===== src/rtl/serial_adder_acc.sv =====
// Digit-serial adder/subtractor with accumulate mode and start/busy/done handshake.
// Each enabled RUN cycle adds DIGIT bits; the registered carry ripples between digits.
module serial_adder_acc #(
  parameter int WIDTH = 8,
  parameter int DIGIT = 1
) (
  input  logic             clk,
  input  logic             rst_n,
  input  logic             ena,
  input  logic             start,
  input  logic             sub,
  input  logic             acc_mode,
  input  logic [WIDTH-1:0] a,
  input  logic [WIDTH-1:0] b,
  output logic             busy,
  output logic             done,
  output logic [WIDTH-1:0] sum,
  output logic             cout,
  output logic             ovf
);
  localparam int N  = WIDTH / DIGIT;
  localparam int CW = (N > 1) ? $clog2(N) : 1;

  typedef enum logic [1:0] {S_IDLE, S_RUN, S_DONE} state_t;

  state_t           r_state, w_next;
  logic [WIDTH-1:0] r_opx, r_opy, r_res, r_sum;
  logic             r_carry, r_cout, r_ovf;
  logic [CW-1:0]    r_cnt;

  logic             w_accept, w_last, w_cmsb;
  logic [DIGIT:0]   w_dsum;
  logic [WIDTH-1:0] w_res_next;

  assign w_accept = ena && start && (r_state != S_RUN);
  assign w_last   = (r_state == S_RUN) && (r_cnt == CW'(N - 1));
  assign w_dsum   = {1'b0, r_opx[DIGIT-1:0]} + {1'b0, r_opy[DIGIT-1:0]}
                  + {{DIGIT{1'b0}}, r_carry};
  // Carry into the top bit of this digit, recovered from its sum and operand bits.
  assign w_cmsb   = w_dsum[DIGIT-1] ^ r_opx[DIGIT-1] ^ r_opy[DIGIT-1];
  assign w_res_next = (r_res >> DIGIT) | (WIDTH'(w_dsum[DIGIT-1:0]) << (WIDTH - DIGIT));

  always_ff @(posedge clk or negedge rst_n) begin
    if (!rst_n) r_state <= S_IDLE;
    else if (ena) r_state <= w_next;
  end

  always_comb begin
    w_next = r_state;
    case (r_state)
      S_IDLE:  if (start) w_next = S_RUN;
      S_RUN:   if (w_last) w_next = S_DONE;
      S_DONE:  w_next = start ? S_RUN : S_IDLE;
      default: w_next = S_IDLE;
    endcase
  end

  always_ff @(posedge clk or negedge rst_n) begin
    if (!rst_n) begin
      r_opx   <= '0;
      r_opy   <= '0;
      r_res   <= '0;
      r_sum   <= '0;
      r_carry <= 1'b0;
      r_cout  <= 1'b0;
      r_ovf   <= 1'b0;
      r_cnt   <= '0;
    end else if (ena) begin
      if (w_accept) begin
        r_opx   <= acc_mode ? r_sum : a;
        r_opy   <= sub ? ~b : b;
        r_carry <= sub;
        r_cnt   <= '0;
      end else if (r_state == S_RUN) begin
        r_opx   <= r_opx >> DIGIT;
        r_opy   <= r_opy >> DIGIT;
        r_res   <= w_res_next;
        r_carry <= w_dsum[DIGIT];
        r_cnt   <= r_cnt + CW'(1);
        if (w_last) begin
          r_sum  <= w_res_next;
          r_cout <= w_dsum[DIGIT];
          r_ovf  <= w_cmsb ^ w_dsum[DIGIT];
        end
      end
    end
  end

  assign busy = (r_state == S_RUN);
  assign done = (r_state == S_DONE);
  assign sum  = r_sum;
  assign cout = r_cout;
  assign ovf  = r_ovf;
endmodule


===== config.mk =====
export PLATFORM = sky130hd
export DESIGN_NAME = serial_adder_acc
export DESIGN_NICKNAME = d
export VERILOG_FILES = /design/src/rtl/serial_adder_acc.sv
export SDC_FILE = /design/constraint.sdc
export NUM_CORES = 1
export LEC_CHECK = 0
export BUFFER_PORTS_ARGS = -buffer_cell sky130_fd_sc_hd__buf_2
export CAP_MARGIN = 20
export CORE_ASPECT_RATIO = 1.4
export CORE_UTILIZATION = 50
export DETAILED_ROUTE_END_ITERATION = 10
export GPL_TIMING_DRIVEN = 1
export PLACE_DENSITY = 0.73
export SLEW_MARGIN = 10
export SYNTH_ARGS = -nofsm -noshare
export SYNTH_HDL_FRONTEND = slang
export SYNTH_SLANG_ARGS = --single-unit

===== constraint.sdc =====
create_clock -name clk -period 1.68 [get_ports clk]
set_input_delay 0.336 -clock clk [delete_from_list [all_inputs] [get_ports clk]]
set_output_delay 0.336 -clock clk [all_outputs]
set_load 0.05 [all_outputs]

==> flow_summary.toml <==
[timing]
tightest_slew_ns = 0.491
setup_ws_ns = 0.0692
setup_violations = 0
slew_headroom = 0.673
grt_setup_unrepaired = "false"
finalSetupTns_ns = 0
fin_skew_ns = 0.00345
min_period_over_period = 0.959
fmax_mhz = 621
finalMaxSlewViolations = 0
hold_violations = 0
fin_crit_ns = 1.61

[detailed_routing]
detail_route.wl_per_cell_um = 14.4
vias = 1279
firstDrtPassIters = 4
routed_via_density = 5.24
wl_um = 3510
drtIter0Drc = 39
antenna_left = 0
drc = 0

[floorplan]
die_area_um2 = 4070
pin_count = 34
fp.dieH_um = 75.1
coreArea_um2 = 3640
core.rowCount = 26
die_w_um = 54.2
initial_core_util = 0.524

[power_and_ir_drop]
total_power_mw = 3.51
power_density_nw_per_um2 = 1610
cellLeakagePower_nw = 1.11
vdd_drop_max_uv = 996

[setup_path]
setup.worst_path.end_class = "primary output"
start_kind = "flop"
cp_max_fo = 5
cp.required_ns = 1.34
r2r_start = "r_cnt[0]"
crit_type = "reg -> out"
crit_arrival_ns = 1.27
r2r_slack_ns = 0.13
r2r_cells = 4
reg2reg_to = "sum[1]"

[synth]
syn-cell-area_um2 = 1910
syn_inst = 165
synth_nets = 190
seq_area_frac_synth = 0.511
synth_seq_cells = 39
ys_types = 25
ys_warn_count = 0
synth_area_per_cell_um2 = 11.6

[cts]
clk_pin_slew_ns = 0.07
numCtsBuffers = 5
hold_buffers = 0
cts-htree-levels = 2
postCtsSetupBuffers = 0
cts_tree = "done"
clockBufferDepth = 2
cts-root-buf = "clkbuf_8"
cts-resized-gates = 0
cts_sinks = 39
clk_latency_ns = 0.29

[global_routing]
grt_first_pass_wirelength_um = 5660
grt_usage = 0.203
antenna_found_initial = 0
grt_pass1_vias = 1266
grt_max_degree = 40
overflow = 0

[run_status]
status = "completed"

[cells_and_area]
fin_nets = 226
diodes = 0
syn_to_final_growth_pct = 14.2
drive_gt1_frac = 0.322

[placement]
place_congestion = 0.709
place_ws_ns = 0.127
dpl.hpwl_um = 2510
io_buffer_count = 33

[flow_run]
maxCapViolCount = 0

[min_path]
worst_hold_path_type = "in -> async"
==> how the worst max path moves through the flow <==
| stage | from | end | depth (start not counted) |
|---|---|---|---|
| floorplan | r_state[1] | done | 2 |
| global placement | r_cnt[0] | sum[0] | 4 |
| detailed placement | r_cnt[0] | sum[1] | 4 |
| CTS | r_state[0] | busy | 2 |
| global route | r_state[0] | busy | 2 |
| finish | r_state[0] | busy | 2 |
==> cell usage in the layout, fill, tap and decap left out, types with 2 or more instances in the layout <==
cell type	Yosys	final
o21ai_1	8	8
buf_2	2	33
nand2_2	2	2
mux2_2	10	10
mux2i_1	14	14
ha_1	2	2
clkbuf_1	0	2
a22o_1	4	4
nand2_1	40	40
xnor2_1	3	3
clkbuf_8	0	5
o21ai_0	12	12
xor2_1	8	8
buf_4	1	3
dfrtp_1	39	39
mux2_4	7	7
==> synth_stat cells (all sizes together) <==
| cell | number | area [um^2] |
|---|---|---|
| a22o | 4 | 35.0 |
| xor2 | 8 | 70.1 |
| buf | 7 | 66.3 |
| dfrtp | 39 | 976 |
| clkbuf | 1 | 5.00 |
| xnor2 | 3 | 26.3 |
| and3b | 1 | 8.76 |
| nor2b | 1 | 13.8 |
| inv | 1 | 3.75 |
| mux2 | 17 | 218 |
| ha | 2 | 25.0 |
| nor2 | 2 | 23.8 |
| nand2 | 42 | 163 |
| o22ai | 1 | 6.26 |
| o21ai | 21 | 109 |
| fa | 1 | 20.0 |
| mux2i | 14 | 140 |
==> stage by stage <==
step / instance area [um^2] / cells / hold WS [ns] / utilization
after floorplan: 1910 / 165 / 0.0404 / -
after global placement: 2100 / 236 / 0.407 / 0.576
after detailed placement: 2100 / 236 / 0.416 / 0.576
after CTS: 2180 / 244 / 0.108 / 0.598
after global routing: 2180 / 244 / 0.128 / 0.598
final: 2180 / 244 / 0.0949 / 0.598
==> power breakdown <==
group / internal, mW / total, mW / switching [mW]
registers: 1.28 / 1.51 / 0.238
logic: 0.561 / 1.41 / 0.845
clock network: 0.291 / 0.591 / 0.300
total: 2.13 / 3.51 / 1.38
==> cell families (layout without fill, tap and decap cells) <==
logic type,after synthesis,in the layout,synth area share
xor gates and xnor gates,11,11,0.0505
buffers and inverters,9,46,0.0393
muxes,31,31,0.187
adders and majority gates,3,3,0.0236
and+or+nand+nor,46,46,0.109
AOI/OAI and AO/OA,26,26,0.0786
DFF,39,39,0.511
==> state kept, by name, indices dropped and copies added (netlist names) <==
| register | count |
|---|---|
| r_opx | 8 |
| r_opy | 8 |
| sum | 8 |
| r_res | 7 |
| r_cnt | 3 |
| r_state | 2 |
| cout | 1 |
| ovf | 1 |
| r_carry | 1 |
==> per-layer routing <==
metal | routed length (um) | share of wire | track usage
met3 | 120 | 0.034 | 0.0606
met1 | 1450 | 0.41 | 0.222
met5 | 0 | 0 | 0
met4 | 83 | 0.024 | 0.105
met2 | 1860 | 0.53 | 0.346
==> critical path: stages, from the launching register on <==
cell and delay (ns):
dfrtp_1 0.41, nor2b_4 0.27, buf_2 0.31
==> layout make-up <==
cell class	count	area, um^2
Inverter	1	3.75
Timing Repair Buffer	37	208
Multi-Input combinational cell	117	858
Sequential cell	39	976
Clock buffer	7	76.3
Tap cell	42	52.6
Fill cell	311	1460
Clock inverter	1	5.00
Note: power is estimated with default switching activity, not from simulation.
